<file path="src/rtl/div_unit_if.sv">
// -----------------------------------------------------------------------------
// div_unit_if
// Groups the execute-stage divide request and the divide response into one
// bundle. The pipeline side uses the master modport and the divider uses the
// slave modport.
//
// Signals:
//   start       request from the decoder (isdiv & E-stage valid)
//   signed_div  1 = DIV (signed), 0 = DIVU
//   a, b        dividend (rs) and divisor (rt)
//   annul       exception/flush; aborts any divide in progress
//   stall_div   pipeline hold request from the divider
//   valid       one-cycle pulse: hi/lo hold a new result
//   hi, lo      remainder and quotient
// -----------------------------------------------------------------------------
interface div_unit_if #(
    parameter int WIDTH = 32
);
    logic             start;
    logic             signed_div;
    logic [WIDTH-1:0] a;
    logic [WIDTH-1:0] b;
    logic             annul;
    logic             stall_div;
    logic             valid;
    logic [WIDTH-1:0] hi;
    logic [WIDTH-1:0] lo;

    modport master (
        output start,
        output signed_div,
        output a,
        output b,
        output annul,
        input  stall_div,
        input  valid,
        input  hi,
        input  lo
    );

    modport slave (
        input  start,
        input  signed_div,
        input  a,
        input  b,
        input  annul,
        output stall_div,
        output valid,
        output hi,
        output lo
    );
endinterface

</file>
<file path="src/rtl/div_unit.sv">
// -----------------------------------------------------------------------------
// div_unit
// Multi-cycle radix-2 restoring divider for DIV/DIVU in the execute stage.
// Operands are reduced to magnitudes on capture, divided for WIDTH iterations
// (one quotient bit per cycle), and the signs are restored when the result is
// written into hi (remainder) and lo (quotient). The pipeline is held through
// stall_div until the result is ready. The result is announced by a one-cycle
// valid pulse.
//
// Ports:
//   clk   rising-edge clock
//   rst   synchronous reset, active-high
//   bus   div_unit_if.slave: start/signed_div/a/b/annul in,
//                            stall_div/valid/hi/lo out
//
// Timing (start in cycle 0):
//   normal divide : BUSY cycles 1..WIDTH, valid in cycle WIDTH+1
//   divide by zero: valid in cycle 1 (lo = all ones, hi = dividend)
// -----------------------------------------------------------------------------
module div_unit #(
    parameter int WIDTH = 32,
    parameter int CNT_W = 6
) (
    input  logic       clk,
    input  logic       rst,
    div_unit_if.slave  bus
);

    typedef enum logic [1:0] {
        ST_IDLE = 2'd0,
        ST_BUSY = 2'd1,
        ST_DONE = 2'd2
    } state_t;

    // Two's-complement magnitude of v when s is set, otherwise v unchanged.
    function automatic logic [WIDTH-1:0] f_mag(input logic [WIDTH-1:0] v,
                                               input logic             s);
        logic [WIDTH-1:0] res;
        if (s && v[WIDTH-1]) begin
            res = ~v + {{(WIDTH-1){1'b0}}, 1'b1};
        end else begin
            res = v;
        end
        return res;
    endfunction

    // Conditional two's-complement negation used for the sign fix-up.
    function automatic logic [WIDTH-1:0] f_neg_if(input logic [WIDTH-1:0] v,
                                                  input logic             s);
        logic [WIDTH-1:0] res;
        if (s) begin
            res = ~v + {{(WIDTH-1){1'b0}}, 1'b1};
        end else begin
            res = v;
        end
        return res;
    endfunction

    state_t           r_state;
    state_t           w_next_state;
    logic             w_stall;
    logic             w_valid;
    logic             w_capture;
    logic             w_b_zero;
    logic             w_last;

    logic [WIDTH-1:0] r_rem;
    logic [WIDTH-1:0] r_quo;
    logic [WIDTH-1:0] r_divisor;
    logic [CNT_W-1:0] r_cnt;
    logic             r_qsign;
    logic             r_rsign;
    logic [WIDTH-1:0] r_hi;
    logic [WIDTH-1:0] r_lo;
    logic [WIDTH-1:0] r_hi_prev;
    logic [WIDTH-1:0] r_lo_prev;

    logic [WIDTH:0]   w_rem_sh;
    logic             w_borrow;
    logic [WIDTH-1:0] w_diff;
    logic             w_ge;
    logic [WIDTH-1:0] w_rem_next;
    logic [WIDTH-1:0] w_quo_next;

    assign w_capture = bus.start & ~bus.annul;
    assign w_b_zero  = (bus.b == {WIDTH{1'b0}});
    assign w_last    = (r_cnt == CNT_W'(WIDTH - 1));

    // One restoring step. The shifted remainder is WIDTH+1 bits wide. Its top
    // bit plus the borrow of the low WIDTH-bit subtract decide rem_sh >= |b|.
    // When the top bit is set the true difference still fits in WIDTH bits,
    // so w_diff is exact in both cases.
    assign w_rem_sh              = {r_rem, r_quo[WIDTH-1]};
    assign {w_borrow, w_diff}    = {1'b0, w_rem_sh[WIDTH-1:0]} - {1'b0, r_divisor};
    assign w_ge                  = w_rem_sh[WIDTH] | ~w_borrow;
    assign w_rem_next            = w_ge ? w_diff : w_rem_sh[WIDTH-1:0];
    assign w_quo_next            = {r_quo[WIDTH-2:0], w_ge};

    // State register.
    always_ff @(posedge clk) begin
        if (rst) begin
            r_state <= ST_IDLE;
        end else begin
            r_state <= w_next_state;
        end
    end

    // Next-state logic plus the stall/valid outputs. annul forces IDLE and
    // drops both outputs in the same cycle.
    always_comb begin
        w_next_state = r_state;
        w_stall      = 1'b0;
        w_valid      = 1'b0;
        case (r_state)
            ST_IDLE: begin
                w_stall = w_capture;
                if (w_capture) begin
                    if (w_b_zero) begin
                        w_next_state = ST_DONE;
                    end else begin
                        w_next_state = ST_BUSY;
                    end
                end else begin
                    w_next_state = ST_IDLE;
                end
            end
            ST_BUSY: begin
                if (bus.annul) begin
                    w_stall      = 1'b0;
                    w_next_state = ST_IDLE;
                end else begin
                    w_stall = 1'b1;
                    if (w_last) begin
                        w_next_state = ST_DONE;
                    end else begin
                        w_next_state = ST_BUSY;
                    end
                end
            end
            ST_DONE: begin
                w_valid      = ~bus.annul;
                w_next_state = ST_IDLE;
            end
            default: begin
                w_next_state = ST_IDLE;
            end
        endcase
    end

    // Datapath: operand capture, the iteration step, and hi/lo commit with
    // sign fix-up. The previous hi/lo are kept aside so an annul in the DONE
    // cycle can put them back. That makes the aborted result invisible once
    // DONE has passed.
    always_ff @(posedge clk) begin
        if (rst) begin
            r_rem     <= {WIDTH{1'b0}};
            r_quo     <= {WIDTH{1'b0}};
            r_divisor <= {WIDTH{1'b0}};
            r_cnt     <= {CNT_W{1'b0}};
            r_qsign   <= 1'b0;
            r_rsign   <= 1'b0;
            r_hi      <= {WIDTH{1'b0}};
            r_lo      <= {WIDTH{1'b0}};
            r_hi_prev <= {WIDTH{1'b0}};
            r_lo_prev <= {WIDTH{1'b0}};
        end else begin
            case (r_state)
                ST_IDLE: begin
                    if (w_capture) begin
                        r_divisor <= f_mag(bus.b, bus.signed_div);
                        r_quo     <= f_mag(bus.a, bus.signed_div);
                        r_rem     <= {WIDTH{1'b0}};
                        r_cnt     <= {CNT_W{1'b0}};
                        r_qsign   <= bus.signed_div & (bus.a[WIDTH-1] ^ bus.b[WIDTH-1]);
                        r_rsign   <= bus.signed_div & bus.a[WIDTH-1];
                        if (w_b_zero) begin
                            // Divide by zero skips BUSY: quotient saturates to
                            // all ones and the dividend passes through untouched.
                            r_hi_prev <= r_hi;
                            r_lo_prev <= r_lo;
                            r_hi      <= bus.a;
                            r_lo      <= {WIDTH{1'b1}};
                        end
                    end
                end
                ST_BUSY: begin
                    if (!bus.annul) begin
                        r_rem <= w_rem_next;
                        r_quo <= w_quo_next;
                        r_cnt <= r_cnt + {{(CNT_W-1){1'b0}}, 1'b1};
                        if (w_last) begin
                            r_hi_prev <= r_hi;
                            r_lo_prev <= r_lo;
                            r_hi      <= f_neg_if(w_rem_next, r_rsign);
                            r_lo      <= f_neg_if(w_quo_next, r_qsign);
                        end
                    end
                end
                ST_DONE: begin
                    if (bus.annul) begin
                        r_hi <= r_hi_prev;
                        r_lo <= r_lo_prev;
                    end
                end
                default: begin
                    r_cnt <= {CNT_W{1'b0}};
                end
            endcase
        end
    end

    assign bus.stall_div = w_stall;
    assign bus.valid     = w_valid;
    assign bus.hi        = r_hi;
    assign bus.lo        = r_lo;

endmodule
</file>
<file path="src/flat_wrapper.sv">
// flat-port wrapper written by rule: the top's interface ports become plain ports
module div_unit_flat 
#(
    parameter int WIDTH = 32,
    parameter int CNT_W = 6
)
  (clk, rst, bus_start, bus_signed_div, bus_a, bus_b, bus_annul, bus_stall_div, bus_valid, bus_hi, bus_lo);
  div_unit_if #(.WIDTH(WIDTH)) bus_i ();
  input  logic clk;
  input  logic rst;
  input wire logic [$bits(bus_i.start)-1:0] bus_start;
  input wire logic [$bits(bus_i.signed_div)-1:0] bus_signed_div;
  input wire logic [$bits(bus_i.a)-1:0] bus_a;
  input wire logic [$bits(bus_i.b)-1:0] bus_b;
  input wire logic [$bits(bus_i.annul)-1:0] bus_annul;
  output wire logic [$bits(bus_i.stall_div)-1:0] bus_stall_div;
  output wire logic [$bits(bus_i.valid)-1:0] bus_valid;
  output wire logic [$bits(bus_i.hi)-1:0] bus_hi;
  output wire logic [$bits(bus_i.lo)-1:0] bus_lo;
  assign bus_i.start = bus_start;
  assign bus_i.signed_div = bus_signed_div;
  assign bus_i.a = bus_a;
  assign bus_i.b = bus_b;
  assign bus_i.annul = bus_annul;
  assign bus_stall_div = bus_i.stall_div;
  assign bus_valid = bus_i.valid;
  assign bus_hi = bus_i.hi;
  assign bus_lo = bus_i.lo;
  div_unit #(.WIDTH(WIDTH), .CNT_W(CNT_W)) u_core (.clk(clk), .rst(rst), .bus(bus_i));
endmodule
</file>
<file path="config.mk">
export PLATFORM = sky130hd
export DESIGN_NAME = div_unit_flat
export DESIGN_NICKNAME = d
export VERILOG_FILES = /design/src/rtl/div_unit_if.sv /design/src/rtl/div_unit.sv /design/src/flat_wrapper.sv
export SDC_FILE = /design/constraint.sdc
export NUM_CORES = 1
export LEC_CHECK = 0
export ABC_AREA = 1
export CAP_MARGIN = 20
export CORE_MARGIN = 5
export CORE_UTILIZATION = 60
export DETAILED_ROUTE_END_ITERATION = 8
export PLACE_DENSITY_LB_ADDON = 0.05
export REMOVE_ABC_BUFFERS = 1
export SETUP_SLACK_MARGIN = 0.1
export SLEW_MARGIN = 10
export SYNTH_ARGS = -nofsm -noshare
export SYNTH_HDL_FRONTEND = slang
export SYNTH_SLANG_ARGS = --single-unit
</file>
<file path="constraint.sdc">
create_clock -name clk -period 10.1 [get_ports clk]
set_clock_uncertainty 0.2 [all_clocks]
set_input_delay 1.01 -clock clk [delete_from_list [all_inputs] [get_ports clk]]
set_output_delay 1.01 -clock clk [all_outputs]
set_load 0.03 [all_outputs]
</file>
# Yosys cells after proc, flatten, opt, wreduce, memory -nomap -nowiden
# Cells that the tools add are included.
dict set report totals {
  reg_bits 234
  latchBits 0
  ram_bits 0
  mem_bits_ro 0
  in_bits 69
  output_inout_bits 66
  wordCells 92
  n_memories 0
}
dict set report op_classes {
  n_addsub 6
  mul 0
  div 0
  magnitude_cmp 0
  eq_ne 8
  n_shift 0
  muxes 44
  bitwise_logic 12
  n_reduce_logical 11
}
# operator count
set ops {}
lappend ops {{32-bit two-way mux} 27}
lappend ops {{32-bit one-hot mux with 2 select lines} 4}
lappend ops {{32-bit one-hot mux with 3 select lines} 2}
lappend ops {{32-bit by 1-bit adder with 32-bit output, second input constant} 4}
lappend ops {{32-bit inverter} 4}
lappend ops {{32-bit by 32-bit subtractor with 33-bit output} 1}
lappend ops {{32-bit logical NOT} 1}
lappend ops {{6-bit one-hot mux with 3 select lines} 1}
lappend ops {{6-bit two-way mux} 2}
lappend ops {{2-bit two-way mux} 4}
lappend ops {{6-bit by 1-bit adder with 6-bit output, second input constant} 1}
lappend ops {{6-bit by 5-bit equality test with 1-bit output, second input constant} 1}
lappend ops {{2-bit by 1-bit inequality test with 1-bit output, second input constant} 3}
lappend ops {{3-bit AND reduction} 2}
lappend ops {{6-bit AND reduction} 1}
lappend ops {{5-bit AND reduction} 1}
lappend ops {{2-bit inequality test, second input constant} 2}
lappend ops {{2-bit one-hot mux with 2 select lines} 1}
lappend ops {{1-bit bitwise AND} 3}
lappend ops {{1-bit inverter} 3}
lappend ops {{3-bit nonzero test} 1}
lappend ops {{2-bit by 1-bit equality test with 1-bit output, second input constant} 1}
lappend ops {{2-bit equality test, second input constant} 1}
lappend ops {{1-bit logical AND} 2}
lappend ops {{other kinds (7)} 8}

# Depth between registers and ports, before layout
# Gate-level depths: netlist of run 1.
dict set report depth {
  word_depth 10
  ltp_mapped 27
  mapped_depth_nobuf 27
}

# Least setup slack after synthesis of run 1
# OpenSTA, ideal clock, no wires.
dict set report synth_timing {
  path_type {register -> register}
  start {reg u_core.r_divisor[27]}
  end {reg u_core.r_lo[30], in the netlist u_core.bus.lo[30]}
  setup_time_ns 0.081
  arrival_time_ns 3.381
  required_ns 9.819
  slack_ns 6.439
  stages_incl_launch_ff 26
  path_buffers 0
  cell_sequence {dfxtp_1 -> inv_1 -> ha_1 -> nand2_1 -> inv_2 -> nand2_2 -> inv_2 -> nand2_1 -> inv_2 -> a21oi_4 -> nand2_4 -> inv_2 -> ha_1 -> nand2_1 -> nor3_2 -> nand3_1 -> nor3_1 -> nand2_1 -> nor3_2 -> inv_1 -> o21ai_1 -> nand2_1 -> nor2_1 -> o21ai_0 -> nand3b_1 -> a41oi_1}
}
dict set report synth_via {
  elab_chain_cells 9
}
# item line_no
set synth_lines {}
lappend synth_lines {{from (decl)} div_unit.sv:69} ;# logic [WIDTH-1:0] r_divisor;
lappend synth_lines {{from (signal assigned)} div_unit.sv:158} ;# r_divisor <= {WIDTH{1'b0}};
lappend synth_lines {{from (signal assigned)} div_unit.sv:170} ;# r_divisor <= f_mag(bus.b, bus.signed_div);
lappend synth_lines {{32-bit by 32-bit subtractor with 33-bit output} div_unit.sv:94} ;# assign {w_borrow, w_diff} = {1'b0, w_rem_sh[WIDTH-1:0]} - {1'b0, r_divisor};
lappend synth_lines {{1-bit inverter} div_unit.sv:95} ;# assign w_ge = w_rem_sh[WIDTH] | ~w_borrow;
lappend synth_lines {{1-bit bitwise OR} div_unit.sv:95}
lappend synth_lines {{32-bit inverter} div_unit.sv:52} ;# res = ~v + {{(WIDTH-1){1'b0}}, 1'b1};
lappend synth_lines {{32-bit by 1-bit adder with 32-bit output} div_unit.sv:52}
lappend synth_lines {{32-bit two-way mux} div_unit.sv:51} ;# if (s) begin
lappend synth_lines {{32-bit two-way mux} div_unit.sv:191} ;# if (w_last) begin
lappend synth_lines {{32-bit two-way mux} div_unit.sv:187} ;# if (!bus.annul) begin
lappend synth_lines {{32-bit one-hot mux with 3 select lines} div_unit.sv:167} ;# case (r_state)
lappend synth_lines {{to (signal assigned)} div_unit.sv:163} ;# r_lo <= {WIDTH{1'b0}};
lappend synth_lines {{to (signal assigned)} div_unit.sv:195} ;# r_lo <= f_neg_if(w_quo_next, r_qsign);
lappend synth_lines {{to (signal assigned)} div_unit.sv:202} ;# r_lo <= r_lo_prev;
lappend synth_lines {{to (decl)} div_unit.sv:74} ;# logic [WIDTH-1:0] r_lo;
# No other way between the ends. The select of a mux whose other input is x is not followed.
# A chain may end at the register's enable or synchronous reset.

# Worst setup path in the final report of run 1
# Ends and elaborated chain as after synthesis.

==> flow_summary.json, run 1 <==
{
  "status": "finished, final reports clean",
  "ff_latch_area_um2": 4680,
  "rsz0062_at_grt": "false",
  "whs_path_depth": 2,
  "drv_cap": 0,
  "synth_top_area_share": 0.295,
  "p_leak_nw": 8.12,
  "gp_congestion": 0.942,
  "final_area_um2": 18200,
  "cts_setup_buffers": 0,
  "path_cells": "inv_1 > ha_1 > a21oi_1 > nand2_1 > nand2_1 > nand2_1 > a21oi_4 > nand2_4 > inv_2 > ha_1 > nand2_1 > nor3_2 > nand3_1 > nor3_1 > nand2_1 > nor3_2 > inv_1 > o21ai_1 > nand2_1 > nor2_1 > o21ai_0 > nand3b_1 > a41oi_1",
  "max_stage_delay_ns": 0.49,
  "clock_path_buffers": 3,
  "tightestPinTransition_ns": 0.936,
  "setup_viol": 0,
  "rrSetupSlack_ns": 4.68,
  "max_freq_mhz": 185,
  "synth.most_common_cell": "nand2_1",
  "final_cells": 2969,
  "drc_errors": 0,
  "first_iter_violations": 1623,
  "netlist_instances": 2554,
  "die_area_um2": 29800,
  "cts_max_level": 1,
  "synthFlopType": "dfxtp_1",
  "post_drt_wl_per_cell_um": 16.5,
  "viasPerCell": 5.79,
  "cp-start-kind": "flip-flop",
  "fp.dieW_um": 173,
  "path_delay_family": "simple AND/OR/NAND/NOR gates",
  "drive_gt1_frac": 0.0554,
  "avgSynthCellArea_um2": 6.21,
  "synth.area.top_cells": "dfxtp_1 30%, nand2_1 15%, inv_1 8.7%",
  "multi_input_comb_area_um2": 9230,
  "ir_worst_vdd_mv": 0.164,
  "synth_edf_count": 0,
  "dp_cells": 2922,
  "pwr_density_cell_nw_per_um2": 139,
  "portBuffers": 134,
  "grtUsageTotal": 0.310,
  "std_cell_rows": 59,
  "io_pins": 135,
  "min_period_ns": 5.42,
  "grt_overflow": 0,
  "r2r_end": "u_core.bus.lo[30]$_SDFFE_PP0P_",
  "ys_ff_latch": 234,
  "post-route-period-util": 0.536,
  "clockRootBuffer": "clkbuf_16",
  "dr_total_vias": 17200,
  "hpwlAfterDp_um": 35800,
  "clkSinkCount": 234,
  "syn-cell-area_um2": 15900,
  "ff2ff_path_depth": 23,
  "clk_latency_ns": 0.54,
  "synthToLayoutAreaGrowth_pct": 14.6,
  "cp_max_fo": 49,
  "cts_hold_buf": 0,
  "post-route-util": 0.698,
  "critPathBufInv": 3,
  "worst-setup-path-type": "reg -> reg",
  "hold-path-endpoint": "u_core.r_lo_prev[7]$_SDFFE_PP0P_",
  "num-nets-final": 2726,
  "finalHoldViolations": 0,
  "ys_warn_count": 0,
  "clkSlewWorstSetupHoldPaths_ns": 0.06,
  "cts_tree": "built",
  "diodes": 0,
  "grt_pass1_vias": 15900,
  "hp-class": "reg -> reg",
  "post_cts_resized": 0,
  "grt_pass1_wl_um": 79100,
  "antenna_found_initial": 0,
  "cpMostUsedCell": "nand2_1",
  "relSlewSlack": 0.376,
  "detail-route-antenna-nets": 0,
  "regToRegStartpoint": "u_core.r_divisor[27]$_SDFFE_PP0P_",
  "drtPass1Iterations": 5,
  "crit_slowest_cell": "nand2_4",
  "wirelength_um": 48900,
  "async_flop_share": 0,
  "initial_core_util": 0.609,
  "ys_seq_area_frac": 0.295,
  "slew_viol_final": 0,
  "dieHeight_um": 173,
  "critPathRequiredTime_ns": 10.37,
  "grt_max_degree": 91,
  "worstPathArrival_ns": 5.68,
  "end_kind": "flip-flop",
  "synth_cell_types": 55,
  "core_um2": 26100,
  "yosys.area.top_type": "dfxtp_1",
  "synthTopCellsByCount": "642 x nand2_1, 366 x inv_1, 249 x nor2_1, 234 x dfxtp_1, 221 x a21oi_1",
  "min-delay-start": "u_core.bus.lo[7]$_SDFFE_PP0P_",
  "cts_buffers": 27,
  "post_dp_cell_area_um2": 17300,
  "n_fill_cell": 2355
}
## worst reg2reg max path, delay by kind of cell, from the launching register on
kind	cells	cell delay, ns
buffers and inverters	3	0.55
AOI/OAI and AO/OA	5	1.25
and+or+nand+nor	13	2.40
DFF	1	0.33
adders and majority gates	2	0.60
## power by group
group / total [W] / switching, W / internal [W] / leakage, nW
Clock: 0.00101 / 0.000398 / 0.000615 / 0.442
Combinational: 0.000528 / 0.000354 / 0.000174 / 5.77
Sequential: 0.000992 / 0.0000314 / 0.000961 / 1.90
Total: 0.00253 / 0.000783 / 0.00175 / 8.12
## registers in the layout (all words and copies together), names as in the netlist
name	count
u_core.bus.hi	32
u_core.bus.lo	32
u_core.r_divisor	32
u_core.r_hi_prev	32
u_core.r_lo_prev	32
u_core.r_quo	32
u_core.r_rem	32
u_core.r_cnt	6
u_core.r_state	2
u_core.r_qsign	1
u_core.r_rsign	1
## area by class of cell
class / instances / share of cell area
Clock buffer: 38 / 0.0433
Clock inverter: 9 / 0.00702
Inverter: 386 / 0.0797
Multi-Input combinational cell: 1814 / 0.508
Sequential cell: 234 / 0.258
Tap cell: 335 / 0.0231
Timing Repair Buffer: 153 / 0.0815
## cells in the final DEF, fill, tap and decap left out, types with 13 or more instances in the layout
master	count
nand2_1	642
xor2_1	40
ha_1	38
o21ai_0	119
o221ai_1	21
nand2_2	27
nor2_1	247
inv_2	13
buf_4	20
a211oi_1	73
nor3_1	30
clkdlybuf4s50_1	133
inv_1	365
dfxtp_1	234
nand3_1	151
o21ai_1	15
a41oi_1	13
a21oi_1	221
o211ai_1	29
clkbuf_16	27
nand4_1	33
## layer usage
layer,global-route usage,part of all wire
met1,0.424,0.44
met2,0.503,0.45
met3,0.0384,0.069
met4,0.113,0.039
met5,0,0
## logic make-up after synthesis
family	count (synthesis)	share of synthesized area
AND/OR/NAND/NOR	1194	0.322
buffers and inverters	506	0.125
XOR/XNOR	49	0.0271
AO/OA/AOI/OAI	530	0.199
flip-flops	234	0.295
adder cells (fa/ha/maj)	41	0.0328
## how the worst max path moves through the flow
stage / startpoint / endpoint / slack (ns) / cells after the start
after global routing: u_core.r_divisor[27]$_SDFFE_PP0P_ / u_core.bus.lo[30]$_SDFFE_PP0P_ / 4.24 / 23
final: u_core.r_divisor[27]$_SDFFE_PP0P_ / u_core.bus.lo[30]$_SDFFE_PP0P_ / 4.68 / 23
after CTS: u_core.r_divisor[19]$_SDFFE_PP0P_ / u_core.bus.lo[30]$_SDFFE_PP0P_ / 4.87 / 25
after global placement: bus_annul / bus_stall_div / 4.90 / 8
after detailed placement: bus_b[0] / u_core.r_hi_prev[18]$_SDFFE_PP0P_ / 4.83 / 14
after floorplan: u_core.r_state[1]$_SDFF_PP0_ / u_core.r_hi_prev[0]$_SDFFE_PP0P_ / -0.004 / 7
## stage by stage
stage               worst slack, ns  hold WS, ns  power, W  TNS, ns
finish                         4.68        0.272   0.00253        0
global route                   4.24        0.293   0.00263        0
CTS                            4.87        0.262   0.00253        0
detailed placement             4.83        0.263   0.00153        0
global placement               4.90        0.251   0.00152        0
floorplan                  -0.00377        0.240   0.00135   -0.241
Note: power is estimated with default switching activity, not from simulation.
==> inputs of run 2 (changes only) <==
Settings changed: CORE_UTILIZATION 60 to 54.
Clock period 10.1 ns to 4.74 ns, I/O delays scaled along.
==> flow_summary.json, run 2 (synthesis gave the netlist of run 1 again) <==
{
  "status": "finished, final reports clean",
  "crit_end": "u_core.bus.lo[30]$_SDFFE_PP0P_",
  "tns_ns": 0,
  "ff_latch_area_um2": 4680,
  "min-delay-start": "u_core.bus.lo[1]$_SDFFE_PP0P_",
  "fin_ws_ns": 0.510,
  "ff2ff_path_depth": 27,
  "clk_latency_ns": 0.55,
  "portBuffers": 134,
  "antenna_found_initial": 0,
  "rsz0062_at_grt": "false",
  "cp-startpoint": "u_core.r_quo[31]$_SDFFE_PP0P_",
  "p_leak_nw": 8.19,
  "initial_core_util": 0.550,
  "clock_path_buffers": 3,
  "fp.dieW_um": 181,
  "clkSlewWorstSetupHoldPaths_ns": 0.06,
  "ir_worst_vdd_mv": 0.302,
  "dr_total_vias": 16900,
  "worstPathArrival_ns": 4.50,
  "post-route-period-util": 0.892,
  "viasPerCell": 5.56,
  "setup_viol": 0,
  "pre_cts_ws_ns": 0.388,
  "cts_max_level": 1,
  "relSlewSlack": 0.525,
  "grt_pass1_wl_um": 79700,
  "post_drt_wl_per_cell_um": 16.3,
  "layout_commonest_cell": "nand2_1",
  "cp-start-kind": "flip-flop",
  "clkSinkCount": 234,
  "critPathRequiredTime_ns": 5.01,
  "finalHoldViolations": 0,
  "wirelength_um": 49400,
  "post-route-util": 0.638,
  "die_area_um2": 32900,
  "fin_total_pwr_w": 0.00550,
  "std_cell_rows": 62,
  "grtUsageTotal": 0.288,
  "hp-class": "reg -> reg",
  "synthToLayoutAreaGrowth_pct": 16.1,
  "first_iter_violations": 1554,
  "min_period_ns": 4.23,
  "grt_pass1_vias": 15700,
  "num-nets-final": 2738,
  "holdWs_ns": 0.263,
  "dieHeight_um": 181,
  "r2r_end": "u_core.bus.lo[30]$_SDFFE_PP0P_",
  "grt_overflow": 0,
  "drtPass1Iterations": 5,
  "worst-setup-path-type": "reg -> reg",
  "drc_errors": 0,
  "rrSetupSlack_ns": 0.51,
  "cp_max_fo": 17,
  "drv_cap": 0,
  "slew_viol_final": 0,
  "gp_congestion": 0.938,
  "tightestPinTransition_ns": 0.712,
  "end_kind": "flip-flop",
  "drive_gt1_frac": 0.0608,
  "detail-route-antenna-nets": 0,
  "n_fill_cell": 2747,
  "regToRegStartpoint": "u_core.r_quo[31]$_SDFFE_PP0P_",
  "final_cell_mix": "641 x nand2_1, 365 x inv_1, 247 x nor2_1, 234 x dfxtp_1, 221 x a21oi_1",
  "max_freq_mhz": 236,
  "clockRootBuffer": "clkbuf_16",
  "pwr_density_cell_nw_per_um2": 298,
  "io_pins": 135,
  "multi_input_comb_area_um2": 9270,
  "diodes": 0,
  "cts_buffers": 28,
  "grt_max_degree": 129,
  "hpwlAfterDp_um": 36200,
  "core_um2": 28900,
  "cts_tree": "built"
}
-- run 2: cell types whose count changed in the layout (fill, tap and decap cells not counted), sizes merged --
| cell | before | now |
|---|---|---|
| clkinvlp | 3 | 1 |
| clkbuf | 38 | 40 |
| clkinv | 11 | 12 |
| buf | 20 | 31 |
| inv | 378 | 379 |
-- run 2: critical path: stages, from the launching register on --
cell	delay (ns)
dfxtp_1	0.32
inv_1	0.09
ha_1	0.20
fa_1	0.21
inv_1	0.08
nand2_1	0.06
nand2_1	0.06
nand3_1	0.08
nand2_2	0.10
nand2_2	0.09
nand2_2	0.09
nand2_8	0.14
nand2_4	0.09
inv_2	0.07
ha_1	0.17
nand2_1	0.11
nor3_4	0.16
nand3_1	0.13
nor3_2	0.19
nand2_2	0.12
nor3_4	0.29
inv_1	0.11
o21ai_2	0.20
nand2_1	0.14
nor2_1	0.13
o21ai_0	0.13
nand3b_1	0.20
a41oi_1	0.17
-- run 2: power by group --
part | internal [W] | total, W | leakage [nW] | switching, W
clock | 0.00137 | 0.00224 | 0.469 | 0.000873
combinational | 0.000380 | 0.00114 | 5.82 | 0.000763
sequential | 0.00205 | 0.00212 | 1.90 | 0.0000674
total | 0.00379 | 0.00550 | 8.19 | 0.00170
-- run 2: layout make-up --
cell class	instances	share of cell area
Clock inverter	9	0.00686
Timing Repair Buffer	164	0.0863
Sequential cell	234	0.254
Inverter	386	0.0786
Tap cell	384	0.0261
Multi-Input combinational cell	1814	0.503
Clock buffer	40	0.0449
-- run 2: what timing repair did --
| item | in CTS | in global routing |
|---|---|---|
| hold buffers | 0 | 0 |
| setup endpoints to repair | 0 | 3 |
| gates resized for setup | 0 | 7 |
| buffers inserted | 0 | 0 |
-- run 2: worst min-delay path by stage --
stage | end | slack [ns] | depth (start not counted)
CTS | u_core.bus.hi[24]$_SDFFE_PP0P_ | 0.26 | 2
finish | u_core.r_lo_prev[1]$_SDFFE_PP0P_ | 0.26 | 2
global route | u_core.r_rem[31]$_SDFFE_PP0P_ | 0.29 | 2
global placement | u_core.r_lo_prev[10]$_SDFFE_PP0P_ | 0.25 | 2
floorplan | u_core.r_rem[31]$_SDFFE_PP0P_ | 0.24 | 2
detailed placement | u_core.r_hi_prev[28]$_SDFFE_PP0P_ | 0.26 | 2
-- run 2: through the flow --
step	instance area, um2	cells
floorplan	15300	2434
global placement	17400	2982
detailed placement	17400	2982
CTS	18400	3031
global route	18400	3031
finish	18400	3031
-- run 2: layer usage --
layer	up-vias	track usage	share of wire
met5	-	0	0
met4	0	0.0702	0.026
met3	77	0.0320	0.061
met2	501	0.477	0.45
met1	7792	0.403	0.46
li1	8486	-	-
